==> src/rtl/csync_gen_pkg.sv <==
// rtl/csync_gen_pkg.sv - default 15 kHz timing, pattern encodings and colour constants for csync_timing_gen
package csync_gen_pkg;

  // Default Toaplan2-style timing, in VCLK cycles (horizontal) and lines (vertical)
  localparam logic [9:0] DEF_H_TOTAL     = 10'd432;
  localparam logic [9:0] DEF_H_SYNCLEN   = 10'd32;
  localparam logic [9:0] DEF_H_BACKPORCH = 10'd40;
  localparam logic [9:0] DEF_H_ACTIVE    = 10'd320;
  localparam logic [9:0] DEF_V_TOTAL     = 10'd262;
  localparam logic [9:0] DEF_V_SYNCLEN   = 10'd3;
  localparam logic [9:0] DEF_V_BACKPORCH = 10'd16;
  localparam logic [9:0] DEF_V_ACTIVE    = 10'd240;
  localparam logic [9:0] DEF_BAR_WIDTH   = 10'd40;

  // First active pixel / line for the default timing
  localparam logic [9:0] DEF_H_START = DEF_H_SYNCLEN + DEF_H_BACKPORCH;
  localparam logic [9:0] DEF_V_START = DEF_V_SYNCLEN + DEF_V_BACKPORCH;

  typedef enum logic [1:0] {
    PAT_BLACK = 2'd0,
    PAT_BARS  = 2'd1,
    PAT_GRID  = 2'd2,
    PAT_WHITE = 2'd3
  } pat_sel_e;

  localparam logic [4:0] COL_ON  = 5'h1F;
  localparam logic [4:0] COL_OFF = 5'h00;

  typedef struct packed {
    logic [4:0] r;
    logic [4:0] g;
    logic [4:0] b;
  } rgb_t;

  // Bar index bits map straight onto the R/G/B channels (idx 7 = white)
  function automatic rgb_t bar_colour(input logic [2:0] idx);
    rgb_t c;
    c.r = idx[2] ? COL_ON : COL_OFF;
    c.g = idx[1] ? COL_ON : COL_OFF;
    c.b = idx[0] ? COL_ON : COL_OFF;
    return c;
  endfunction

endpackage

==> src/rtl/csync_pattern_src.sv <==
// rtl/csync_pattern_src.sv - combinational test-pattern source (coordinates/bar index/select -> RGB)
module csync_pattern_src
  import csync_gen_pkg::*;
#(
  parameter logic [9:0] H_ACTIVE = DEF_H_ACTIVE,
  parameter logic [9:0] V_ACTIVE = DEF_V_ACTIVE
) (
  input  logic       active,
  input  logic [8:0] xpos,
  input  logic [8:0] ypos,
  input  logic [2:0] bar_idx,
  input  pat_sel_e   sel,
  output logic [4:0] r,
  output logic [4:0] g,
  output logic [4:0] b
);

  rgb_t rgb;
  logic grid_hit;

  // Grid lines every 16 px/lines plus a closing line on the last active pixel and line
  always_comb begin
    grid_hit = (xpos[3:0] == 4'd0) || (ypos[3:0] == 4'd0) ||
               ({1'b0, xpos} == (H_ACTIVE - 10'd1)) ||
               ({1'b0, ypos} == (V_ACTIVE - 10'd1));
  end

  // Pattern select; everything is black outside the active area
  always_comb begin
    rgb = '0;
    if (active) begin
      case (sel)
        PAT_BARS:  rgb = bar_colour(bar_idx);
        PAT_GRID:  rgb = grid_hit ? '{r: COL_ON, g: COL_ON, b: COL_ON} : '0;
        PAT_WHITE: rgb = '{r: COL_ON, g: COL_ON, b: COL_ON};
        default:   rgb = '0;
      endcase
    end
  end

  assign r = rgb.r;
  assign g = rgb.g;
  assign b = rgb.b;

endmodule

==> src/rtl/csync_timing_gen.sv <==
// rtl/csync_timing_gen.sv - 15 kHz composite-sync timing generator with RGB test patterns (option: CSYNC_SERRATION_EN)
module csync_timing_gen
  import csync_gen_pkg::*;
#(
  parameter logic [9:0] H_TOTAL     = DEF_H_TOTAL,
  parameter logic [9:0] H_SYNCLEN   = DEF_H_SYNCLEN,
  parameter logic [9:0] H_BACKPORCH = DEF_H_BACKPORCH,
  parameter logic [9:0] H_ACTIVE    = DEF_H_ACTIVE,
  parameter logic [9:0] V_TOTAL     = DEF_V_TOTAL,
  parameter logic [9:0] V_SYNCLEN   = DEF_V_SYNCLEN,
  parameter logic [9:0] V_BACKPORCH = DEF_V_BACKPORCH,
  parameter logic [9:0] V_ACTIVE    = DEF_V_ACTIVE,
  parameter logic [9:0] BAR_WIDTH   = DEF_BAR_WIDTH
) (
  input  logic       VCLK_i,
  input  logic       reset,
  input  logic       enable_i,
  input  logic [1:0] pattern_sel_i,
  output logic [4:0] R_o,
  output logic [4:0] G_o,
  output logic [4:0] B_o,
  output logic       CSYNC_o,
  output logic       HSYNC_o,
  output logic       VSYNC_o,
  output logic       DE_o,
  output logic [8:0] xpos_o,
  output logic [8:0] ypos_o,
  output logic       frame_change_o
);

  localparam logic [9:0] H_START = H_SYNCLEN + H_BACKPORCH;
  localparam logic [9:0] H_END   = H_START + H_ACTIVE;
  localparam logic [9:0] V_START = V_SYNCLEN + V_BACKPORCH;
  localparam logic [9:0] V_END   = V_START + V_ACTIVE;

  logic [9:0] hcnt;
  logic [9:0] vcnt;
  logic [9:0] bar_px;
  logic [2:0] bar_idx;
  pat_sel_e   pat_q;

  logic       h_act;
  logic       v_act;
  logic       active;
  logic       line_end;
  logic       frame_start;
  logic       hs_n;
  logic       vs_n;
  logic       cs_n;
  logic [8:0] xpos_c;
  logic [8:0] ypos_c;
  logic [4:0] r_c;
  logic [4:0] g_c;
  logic [4:0] b_c;

  // Decode of the current counter state; everything below is registered from this
  always_comb begin
    h_act       = (hcnt >= H_START) && (hcnt < H_END);
    v_act       = (vcnt >= V_START) && (vcnt < V_END);
    active      = h_act && v_act;
    line_end    = (hcnt == H_TOTAL - 10'd1);
    frame_start = (hcnt == 10'd0) && (vcnt == 10'd0);
    xpos_c      = active ? 9'(hcnt - H_START) : 9'd0;
    ypos_c      = active ? 9'(vcnt - V_START) : 9'd0;
    hs_n        = (hcnt >= H_SYNCLEN);
    vs_n        = (vcnt >= V_SYNCLEN);
`ifdef CSYNC_SERRATION_EN
    // Serrated vsync: CSYNC goes high during the hsync slot of every vsync line
    cs_n        = ~(hs_n ^ vs_n);
`else
    cs_n        = hs_n & vs_n;
`endif
  end

  // Pixel and line counters; enable low freezes them
  always_ff @(posedge VCLK_i) begin
    if (reset) begin
      hcnt <= '0;
      vcnt <= '0;
    end else if (enable_i) begin
      if (line_end) begin
        hcnt <= '0;
        vcnt <= (vcnt == V_TOTAL - 10'd1) ? 10'd0 : vcnt + 10'd1;
      end else begin
        hcnt <= hcnt + 10'd1;
      end
    end
  end

  // Running bar counter tracking the current pixel; cleared outside the active span of each line
  always_ff @(posedge VCLK_i) begin
    if (reset) begin
      bar_px  <= '0;
      bar_idx <= '0;
    end else if (enable_i) begin
      if (!h_act || line_end) begin
        bar_px  <= '0;
        bar_idx <= '0;
      end else if (bar_px == BAR_WIDTH - 10'd1) begin
        bar_px  <= '0;
        bar_idx <= bar_idx + 3'd1;
      end else begin
        bar_px  <= bar_px + 10'd1;
      end
    end
  end

  // Pattern selection only changes at frame start so a frame is never mixed
  always_ff @(posedge VCLK_i) begin
    if (reset) begin
      pat_q <= PAT_BLACK;
    end else if (enable_i && frame_start) begin
      pat_q <= pat_sel_e'(pattern_sel_i);
    end
  end

  csync_pattern_src #(
    .H_ACTIVE (H_ACTIVE),
    .V_ACTIVE (V_ACTIVE)
  ) u_pattern_src (
    .active  (active),
    .xpos    (xpos_c),
    .ypos    (ypos_c),
    .bar_idx (bar_idx),
    .sel     (pat_q),
    .r       (r_c),
    .g       (g_c),
    .b       (b_c)
  );

  // Output register: syncs, DE, coordinates and RGB all leave on the same edge
  always_ff @(posedge VCLK_i) begin
    if (reset) begin
      R_o            <= '0;
      G_o            <= '0;
      B_o            <= '0;
      CSYNC_o        <= 1'b1;
      HSYNC_o        <= 1'b1;
      VSYNC_o        <= 1'b1;
      DE_o           <= 1'b0;
      xpos_o         <= '0;
      ypos_o         <= '0;
      frame_change_o <= 1'b0;
    end else if (enable_i) begin
      R_o            <= r_c;
      G_o            <= g_c;
      B_o            <= b_c;
      CSYNC_o        <= cs_n;
      HSYNC_o        <= hs_n;
      VSYNC_o        <= vs_n;
      DE_o           <= active;
      xpos_o         <= xpos_c;
      ypos_o         <= ypos_c;
      frame_change_o <= frame_start;
    end
  end

  // Timing parameters must fit inside a line and a frame
  a_h_fit: assert property (@(posedge VCLK_i)
    ({1'b0, H_SYNCLEN} + {1'b0, H_BACKPORCH} + {1'b0, H_ACTIVE}) <= {1'b0, H_TOTAL});
  a_v_fit: assert property (@(posedge VCLK_i)
    ({1'b0, V_SYNCLEN} + {1'b0, V_BACKPORCH} + {1'b0, V_ACTIVE}) <= {1'b0, V_TOTAL});

endmodule

==> config.mk <==
export PLATFORM = sky130hd
export DESIGN_NAME = csync_timing_gen
export DESIGN_NICKNAME = d
export VERILOG_FILES = /design/src/rtl/csync_gen_pkg.sv /design/src/rtl/csync_pattern_src.sv /design/src/rtl/csync_timing_gen.sv
export SDC_FILE = /design/constraint.sdc
export NUM_CORES = 1
export LEC_CHECK = 0
export ABC_AREA = 0
export CAP_MARGIN = 25
export CORE_MARGIN = 1.5
export CORE_UTILIZATION = 41
export DETAILED_ROUTE_END_ITERATION = 6
export PLACE_DENSITY = 0.74
export SLEW_MARGIN = 40
export SYNTH_ARGS = -nofsm -noshare
export SYNTH_HDL_FRONTEND = slang
export SYNTH_SLANG_ARGS = --single-unit
==> constraint.sdc <==
create_clock -name VCLK_i -period 3.5 [get_ports VCLK_i]
set_input_delay 0.7 -clock VCLK_i [delete_from_list [all_inputs] [get_ports VCLK_i]]
set_output_delay 0.7 -clock VCLK_i [all_outputs]
set_load 0.01 [all_outputs]
=== Yosys cells after proc, flatten, opt, wreduce, memory -nomap -nowiden ===
Cells that the tools add are included.
W data, S select, Z words.

* Bits in registers: 73
* Bits in latches: 0
* RAM bits: 0
* ROM bits: 0
* Bits of input ports: 5
* Memories kept: 0

* Add/subtract/negate cells: 6
* Multiply operators: 0
* Div/mod/pow operators: 0
* Order comparisons: 6
* Equality and inequality tests: 8
* Shift-type cells: 0
* Multiplexer cells: 14
* Bitwise logic cells: 1
* Reductions and logical operators: 17

{| class="wikitable"
|+ Operator list
! operator !! count
|-
| $pmux W15 S3 || 1
|-
| $mux W10 || 4
|-
| $add A10 B1 Y10 const B || 3
|-
| $mux W15 || 2
|-
| $eq A10 B9 Y1 const B || 2
|-
| $logic_not A10 Y1 || 2
|-
| $lt A10 B9 Y1 const B || 2
|-
| $mux W9 || 2
|-
| $mux W5 || 3
|-
| $eq A10 B6 Y1 const B || 1
|-
| $ge A10 B2 Y1 const B || 1
|-
| $ge A10 B5 Y1 const B || 1
|-
| $ge A10 B6 Y1 const B || 1
|-
| $ge A10 B7 Y1 const B || 1
|-
| $eq A9 B8 Y1 const B || 1
|-
| $eq A9 B9 Y1 const B || 1
|-
| $sub A9 B5 Y9 const B || 1
|-
| $sub A9 B7 Y9 const B || 1
|-
| $logic_not A4 Y1 || 2
|-
| $mux W3 || 2
|-
| $logic_and A1 B1 Y1 || 5
|-
| $eq A2 B2 Y1 const B || 2
|-
| $logic_or A1 B1 Y1 || 4
|-
| $reduce_and A2 Y1 || 2
|-
| 5 further kinds || 5
|}

=== Longest topological paths before layout ===
* Word-level depth: 11
* Gate-level depth with buffers: 9

=== Hierarchy ===
From an unflattened synthesis, not the netlist that was laid out.

* Cells, all modules: 455
* Area, all modules: 3933.8 µm²

{| class="wikitable"
|+ Modules (own cells, without submodules)
! module !! instances !! cells an instance !! area an instance (µm²) !! sequential area each (µm²)
|-
| csync_timing_gen || 1 || 427 || 3716.1 || 1461.4
|-
| csync_pattern_src || 1 || 28 || 217.7 || 0.0
|}

=== Worst setup path before layout ===
OpenSTA, ideal clock, no wires.

* Path type: input -> register
* From: in enable_i
* To: reg vcnt[7]
* Library setup time: 0.129 ns
* Data arrival time: 2.108 ns
* Data required time: 3.371 ns
* Path slack: 1.263 ns
* Stages on the path: 7
* Path buffers: 1
* Path through: clkbuf_1 > nand4_1 > nand4b_1 > nor3_1 > nand3_1 > xor2_1 > nor2_1

* Word-level cells in the longest chain between the ends: 1

{| class="wikitable"
|+ RTL lines
! element !! RTL line !! source
|-
| start, declared || csync_timing_gen.sv:17 || <nowiki>input logic enable_i,</nowiki>
|-
| $reduce_and A2 Y1 (no line) || - ||
|-
| end signal, assigned || csync_timing_gen.sv:83 || <nowiki>vcnt <= (vcnt == V_TOTAL - 10'd1) ? 10'd0 : vcnt + 10'd1;</nowiki>
|-
| end, declared || csync_timing_gen.sv:37 || <nowiki>logic [9:0] vcnt;</nowiki>
|}

No other way between the ends.
A chain may end at the register's enable or synchronous reset.

=== Worst setup path after layout ===
* From: reg hcnt[3]
* To: reg R_o[3]

* Word-level cells in the longest chain between the ends: 11
* Elaborated cells between the ends (all ways): 17
* Classes of those cells: 1 x add/sub; 2 x order compare; 2 x eq/ne; 5 x mux; 7 x reduce/logical

{| class="wikitable"
|+ RTL lines
! element !! RTL line !! source
|-
| start, declared || csync_timing_gen.sv:36 || <nowiki>logic [9:0] hcnt;</nowiki>
|-
| start signal, assigned || csync_timing_gen.sv:85 || <nowiki>hcnt <= hcnt + 10'd1;</nowiki>
|-
| parallel branches: the longest is 10 deep, another holds $ge A10 B7 Y1 || - ||
|-
| $mux W15 * || csync_pattern_src.sv:31 || <nowiki>if (active) begin</nowiki>
|-
| end signal, assigned || csync_timing_gen.sv:145 || <nowiki>R_o <= r_c;</nowiki>
|-
| end, declared || csync_timing_gen.sv:19 || <nowiki>output logic [4:0] R_o,</nowiki>
|}

Mark *: on every way between the ends.

==> out/metrics.yaml <==
dr.first_iter.drc_count: 109
cts_max_level: 3
worst_slew_pin_slew_ns: 0.701
clock-sinks: 61
whs_ns: 0.463
cts_buffer_depth: 2
ant_nets: 0
grt_pass1_wl_um: 11300
final_common_cell: "dfxtp_1"
overflow: 0
synth_edf_count: 0
syn_area_um2: 3050
diodes: 0
ys_warn_count: 0
fin_nets: 404
fmax_mhz: 389
p_per_area_nw_per_um2: 404
slowest_delay_ns: 0.60
drc: 0
tritoncts: "built"
clk_pin_slew_worst_paths_ns: 0.07
path_delay_family: "simple AND/OR/NAND/NOR gates"
skew_ns: 0.00966
ys_seq_area_share_pct: 40.0
critical_path.cell_chain: "or4_1, nor2b_1, or4_4, nor3_4, buf_12, o2111ai_2, nand2_1"
start_util_pct: 42.3
ys.flop_type: "dfxtp_1"
placedCellCount: 478
cts-root-buf: "clkbuf_8"
required_ns: 3.78
grt_antenna_before_repair: 0
vias: 2608
drt_pass1_iterations: 4
fin_ws_ns: 0.928
cts_made_buffers: 9
die_w_um: 89.3
met3_usage_pct: 6.28
port_buffers: 42
worst-path-buf-inv: 1
drive_gt1_share_pct: 6.84
setup_tns_ns: 0
holdCritPathClass: "reg2reg"
nFillCells: 713
drt-wirelength-per-cell_um: 14.1
gr-usage-all-layers_pct: 18.8
arrival_ns: 2.85
post_layout_nonfiller_instances: 494
core-area_um2: 7210
first_global_vias: 2419
ys_types: 47
grtUsageMet1_pct: 22.5
viasPerCell: 5.28
ctsHoldBuffers: 0
cp-end-kind: "flip-flop"
area.growth.synth_to_final_pct: 20.3
post_cts_resized: 0
pre_cts_ws_ns: 0.710
ys_seq_elements: 61
gr-usage-met2_pct: 31.3
die_area_um2: 7970
pin_count: 43
async_flop_share_pct: 0
finalHoldViolCount: 0
leakage_nw: 1.34
synth_nets: 382
slowest_stage: "or4_1"
clk_latency_ns: 0.34
syn_inst: 368
worstSetupPathType: "reg2reg"
wl_um: 6960
outcome: "completed"
period_needed_ns: 2.57
die_y_um: 89.3
finalPower_mw: 1.48
vdd_drop_max_mv: 0.216
start_kind: "flip-flop"
cp_max_fo: 15
setup_viol: 0
grt-busiest-layer: "met2"
hpwl_um: 5090
rsz0062_at_grt: "false"
gp_congestion: 0.923
grt_max_degree: 24
core.rowCount: 31
postCtsSetupRepairBufs: 0
maxCapViolations: 0
final_max_slew_viol_count: 0
slew_headroom_pct: 52.6
min_period_over_period_pct: 73.5
syn_avg_cell_area_um2: 8.30
mostFrequentLayoutCells: "61 x dfxtp_1, 59 x nor2_1, 42 x clkdlybuf4s50_1, 32 x nand2_1, 19 x a21oi_1"
worst register-to-register path: stages, from the launching register on:
cell,delay (ns)
dfxtp_1,0.42
or4_1,0.60
nor2b_1,0.17
or4_4,0.52
nor3_4,0.38
buf_12,0.19
o2111ai_2,0.13
nand2_1,0.09
cells by family after synthesis:
logic type                 after synthesis  share of synthesized area (%)
adders and majority gates                9                           3.69
xor gates and xnor gates                34                           9.75
muxes                                    4                           1.31
buffers and inverters                   48                           8.03
AOI/OAI and AO/OA                       57                           12.7
DFF                                     61                           40.0
and+or+nand+nor                        155                           24.5
registers in the layout, indices dropped and copies added, names as in the netlist:
| register | flops |
|---|---|
| B_o | 1 |
| xpos_o | 9 |
| frame_change_o | 1 |
| DE_o | 1 |
| HSYNC_o | 1 |
| bar_px | 10 |
| pat_q | 2 |
| ypos_o | 9 |
| CSYNC_o | 1 |
| vcnt | 10 |
| hcnt | 10 |
| bar_idx | 3 |
| R_o | 1 |
| G_o | 1 |
| VSYNC_o | 1 |
cells in the mapped netlist, drive strengths merged, types with 2 or more instances:
library cell,number,area share (%)
nor4,3,0.61
dfxtp,61,40
and3,2,0.41
nand4,9,1.8
o2111ai,2,0.78
inv,12,1.5
nor2,59,7.3
xor2,16,4.6
o31ai,2,0.49
clkbuf,16,2.0
mux2i,4,1.3
and2,2,0.41
buf,20,4.6
nand2b,4,0.82
o21ai,6,0.98
a21oi,19,3.1
nor3b,2,0.49
or3,4,0.82
o31a,2,0.57
nand4b,2,0.57
or4,3,0.86
nand2,32,3.9
xnor2,18,5.2
a211o,2,0.57
a22oi,13,3.2
nor4b,3,0.86
ha,9,3.7
a32oi,5,1.4
nor3,16,3.0
nand3,10,1.6
nor2b,2,0.41
final timing paths:
check                          from                     end  slack (ns)  depth (start not counted)
max reg2reg    hcnt[3]$_SDFFE_PP0P_     R_o[3]$_SDFFE_PP0P_        0.93                          7
min reg2reg  ypos_o[8]$_SDFFE_PP0P_  ypos_o[8]$_SDFFE_PP0P_        0.46                          1
max            hcnt[3]$_SDFFE_PP0P_     R_o[3]$_SDFFE_PP0P_        0.93                          7
min          ypos_o[8]$_SDFFE_PP0P_  ypos_o[8]$_SDFFE_PP0P_        0.46                          1
layout make-up:
| class | instances | area, um^2 | share of cell area (%) |
|---|---|---|---|
| multi-input combinational | 259 | 1590 | 43.2 |
| clock buffer | 12 | 155 | 4.22 |
| timing repair buffer | 47 | 470 | 12.8 |
| clock inverter | 4 | 70.1 | 1.91 |
| sequential | 61 | 1220 | 33.3 |
| inverter | 12 | 45.0 | 1.23 |
| tap | 99 | 124 | 3.37 |
routing by layer:
layer / wire [um] / vias up
li1: - / 1300
met1: 3080 / 1233
met2: 3480 / 67
met3: 326 / 8
met4: 77 / 0
met5: 0 / -
stage by stage:
| step | cell area, um^2 | utilization (%) |
|---|---|---|
| 2_1_floorplan | 3050 | - |
| 3_3_place_gp | 3450 | 47.8 |
| 3_5_place_dp | 3450 | 47.8 |
| 4_1_cts | 3670 | 50.9 |
| 5_1_grt | 3670 | 50.9 |
| 6_report | 3670 | 50.9 |
power breakdown:
group | switching [mW] | internal [mW] | leakage, nW
clock network | 0.267 | 0.438 | 0.116
registers | 0.0102 | 0.703 | 0.493
logic | 0.0379 | 0.0274 | 0.731
total | 0.316 | 1.17 | 1.34
Power figures use the tool's default switching activity.
